**src/rtl/down_counter_161r.sv**
```systemverilog
// down_counter_161r: synchronous presettable down-counter with a borrow
// output and optional auto-reload. It is the down-counting counterpart of
// the 4-bit up-counter and keeps the same enable, load and data port names.
// Stages cascade through CTT/CTP and BO to form wider counters.
module down_counter_161r #(
  parameter int WIDTH = 4
) (
  input  logic             CP,
  input  logic             CR,
  input  logic             Ld,
  input  logic             CTT,
  input  logic             CTP,
  input  logic             AR,
  input  logic [WIDTH-1:0] D,
  output logic [WIDTH-1:0] Q,
  output logic             BO,
  output logic             ZP
);

  // Reload value, captured on every parallel load and cleared by CR.
  logic [WIDTH-1:0] rv;

  // Terminal count is seen on the registered count only.
  logic q_zero;
  assign q_zero = (Q == '0);

  // Count state. Priority is clear, then load, then count, then hold.
  // ZP is set only on the edge that leaves terminal count while counting.
  always_ff @(posedge CP) begin
    if (CR) begin
      Q  <= '0;
      rv <= '0;
      ZP <= 1'b0;
    end else if (Ld) begin
      Q  <= D;
      rv <= D;
      ZP <= 1'b0;
    end else if (CTT && CTP) begin
      rv <= rv;
      if (!q_zero) begin
        Q  <= Q - WIDTH'(1);
        ZP <= 1'b0;
      end else begin
        // AR is sampled only here, so changing it mid-count has no effect
        // until the next terminal-count edge.
        Q  <= AR ? rv : '1;
        ZP <= 1'b1;
      end
    end else begin
      Q  <= Q;
      rv <= rv;
      ZP <= 1'b0;
    end
  end

  // Borrow ignores CTP so the next stage's CTT can be driven straight from BO.
  assign BO = CTT & q_zero;

endmodule

```
**config.mk**
```make
export PLATFORM = sky130hd
export DESIGN_NAME = down_counter_161r
export DESIGN_NICKNAME = d
export VERILOG_FILES = /design/src/rtl/down_counter_161r.sv
export SDC_FILE = /design/constraint.sdc
export NUM_CORES = 1
export LEC_CHECK = 0
export CAP_MARGIN = 10
export CORE_AREA = 2 2 39 41
export DETAILED_ROUTE_END_ITERATION = 10
export DIE_AREA = 0 0 41 43
export PLACE_DENSITY = 0.69
export SLEW_MARGIN = 25
export SYNTH_ARGS = -nofsm -noshare
export SYNTH_HDL_FRONTEND = slang
export SYNTH_SLANG_ARGS = --single-unit
```
**constraint.sdc**
```tcl
create_clock -name CP -period 2 [get_ports CP]
set_clock_uncertainty 0.2 [all_clocks]
set_input_delay 0.4 -clock CP [delete_from_list [all_inputs] [get_ports CP]]
set_output_delay 0.4 -clock CP [all_outputs]
set_load 0.02 [all_outputs]
```
==> reports/qor.yml <==
outcome: "complete, no violations"
synthCells: 56
combPwrFrac_pct: 33.1
synthAdderAreaFrac_pct: 2.55
grtUsageTotal_pct: 17.0
yosysUniqueCellTypes: 26
path_clk_slew_ns: 0.07
cts_made_buffers: 3
worst_slack_ns: 0.0415
yosys_register_bits: 9
drt_pass1_iterations: 4
synth_ff_type: "dfxtp_1"
synth-compound-area-share_pct: 23.7
num_rows: 14
path_max_fanout: 2
hold_violations: 0
dp_slack_ns: -0.217
internal_power_mw: 0.363
cts_tree: "built"
cellLeakagePower_nw: 0.347
synthMuxAreaShare_pct: 8.16
final_common_cell: "clkdlybuf4s50_1"
overflow: 0
rsz0062_at_grt: "yes"
max_freq_mhz: 511
cp-start-kind: "register"
dr_total_vias: 502
synth_top_family_by_area: "compound AO/OA/AOI/OAI gates"
rr_worst_depth: 6
hold_depth: 2
grt_pass1_wl_um: 1960
insertion_delay_ns: 0.27
yosys.area_share.xor_xnor_pct: 0
min_to: "rv[3]"
ys_seq_area_share_pct: 36.7
start_util_pct: 35.4
fin_crit_sh_pct: 97.9
critPathKind: "register to primary output"
drive_gt1_share_pct: 27.7
drc: 0
fp.dieArea_sq_um: 1760
wl_um: 1210
portBuffers: 15
cts.hold.buffers_added: 0
area_growth_pct: 59.2
max_slew_margin_pct: 83.3
critPathSlowestCell: "or3b_4"
synthArstFlopShare_pct: 0
cts_buffer_depth: 2
root_buffer: "clkbuf_4"
io_pins: 16
cts_setup_buffers: 0
antenna_cells: 0
coreArea_sq_um: 1380
clock_power_share_pct: 27.9
swShare_pct: 29.3
first_iter_violations: 10
crit_chain: "inv_2 -> ha_4 -> or3b_4 -> nor2_4 -> buf_6"
synthSimpleGateAreaFrac_pct: 21.2
cp_slowest_stage_delay_ns: 0.39
cp-startpoint: "Q[1]"
rr_startpoint: "Q[1]"
p_per_area_nw_per_um2: 657
synth_edf_count: 0
power.switching_mw: 0.150
r2r_end: "Q[1]"
synth_top_area_cell: "dfxtp_1"
final_antenna_net_count: 0
drv_cap: 0
synth_top_area_share_pct: 36.7
grt_max_degree: 8
r2r_slack_ns: 0.10
setup_viol: 0
yosysWarningCount: 0
dieWidth_um: 41
seqPwrFrac_pct: 39.0
hp-class: "register to register"
syn_area_sq_um: 490
vdd_drop_max_mv: 0.326
wl_per_cell_um: 12.2
die_h_um: 43
fin_crit_ns: 1.96
place_congestion: 0.736
syn_area_per_cell_sq_um: 8.76
finalHoldWorstSlack_ns: 0.294
clock-sinks: 9
routed_via_density: 5.07
tightest_slew_ns: 0.248
antenna_found_initial: 0
arrival_ns: 1.36
end_kind: "primary output"
critical_path_buf_inv_count: 2
drv_slew: 0
synth_nets: 67
final_nets: 95
final_cell_mix: "13 x clkdlybuf4s50_1, 10 x buf_4, 7 x dfxtp_1, 7 x nor2_1, 6 x inv_1"
h-tree-depth: 1
netlist_top_cells_area: "dfxtp_1 37%, mux2i_1 8.2%, inv_1 6.1%, nor2_1 6.1%, a211oi_2 5.1%"
worstPathRequired_ns: 1.40
place_hpwl_um: 917
grt_pass1_vias: 473
holdCritStartpoint: "rv[3]"
cp_top_family: "simple AND/OR/NAND/NOR gates"
[worst reg2reg max path, cell delays in order, from the launching register on]
cell      delay [ns]
dfxtp_2         0.32
inv_2           0.06
ha_4            0.13
or3b_4          0.39
buf_4           0.15
a221o_1         0.35
a211oi_2        0.21
[area by class of cell]
| cell class | count | area (sq um) |
|---|---|---|
| well taps | 16 | 20.0 |
| flip-flops and latches | 9 | 183 |
| repair buffers | 25 | 229 |
| clock buffers | 4 | 26.3 |
| fillers | 132 | 603 |
| multi-input cells | 37 | 293 |
| inverters | 8 | 30.0 |
[sequential cells by signal (all words and copies together), names as in the netlist]
| register | cells |
|---|---|
| ZP | 1 |
| Q | 4 |
| rv | 4 |
[cell usage after synthesis (2+ instances only)]
cell and n:
dfxtp_1 9, a221o_1 2, o21ai_0 2, nor2_1 8, a211oi_2 2, inv_1 8
nand2b_1 2, clkbuf_1 2, mux2i_1 4
[cells by family after synthesis]
family | Yosys count
simple gates | 18
compound gates | 14
buf+inv | 10
flops | 9
mux | 4
fa+ha+maj | 1
[power groups by stage]
stage | sequential [mW] | combinational (mW) | clock [mW]
4_1_cts | 0.200 | 0.163 | 0.148
3_3_place_gp | 0.202 | 0.157 | 0
6_report | 0.200 | 0.170 | 0.143
5_1_grt | 0.201 | 0.184 | 0.161
3_5_place_dp | 0.203 | 0.158 | 0
2_1_floorplan | 0.217 | 0.0658 | 0
[how the worst max path moves through the flow]
stage / endpoint / slack [ns] / cells after the start
floorplan: BO / 0.04 / 4
global placement: BO / -0.20 / 4
detailed placement: BO / -0.22 / 4
CTS: BO / 0.008 / 5
global route: BO / -0.008 / 5
finish: BO / 0.04 / 5
[through the flow]
step / utilization [%] / std cells / power [mW] / area, sq um / setup TNS [ns]
2_1_floorplan: - / 56 / 0.283 / 490 / 0
3_5_place_dp: 52.6 / 95 / 0.361 / 728 / -0.217
4_1_cts: 55.4 / 99 / 0.512 / 767 / 0
5_1_grt: 56.4 / 99 / 0.547 / 781 / -0.00816
3_3_place_gp: 52.6 / 95 / 0.359 / 728 / -0.201
6_report: 56.4 / 99 / 0.513 / 781 / 0
[per-layer routing]
| metal | part of all wire [%] | up-vias | GRT usage, % | routed length [um] |
|---|---|---|---|---|
| met4 | 3.1 | 0 | 15.3 | 38 |
| met5 | 0 | - | 0 | 0 |
| li1 | - | 255 | - | - |
| met2 | 46 | 18 | 23.1 | 552 |
| met3 | 5.3 | 4 | 3.66 | 64 |
| met1 | 46 | 225 | 21.0 | 555 |
[what timing repair did]
action                                  in CTS  in global routing
gates resized for setup                     11                  4
endpoints found under the setup margin       1                  2
pin swaps                                    2                  1
endpoints found under the hold margin        0                  0
(Power assumes the default switching activity.)
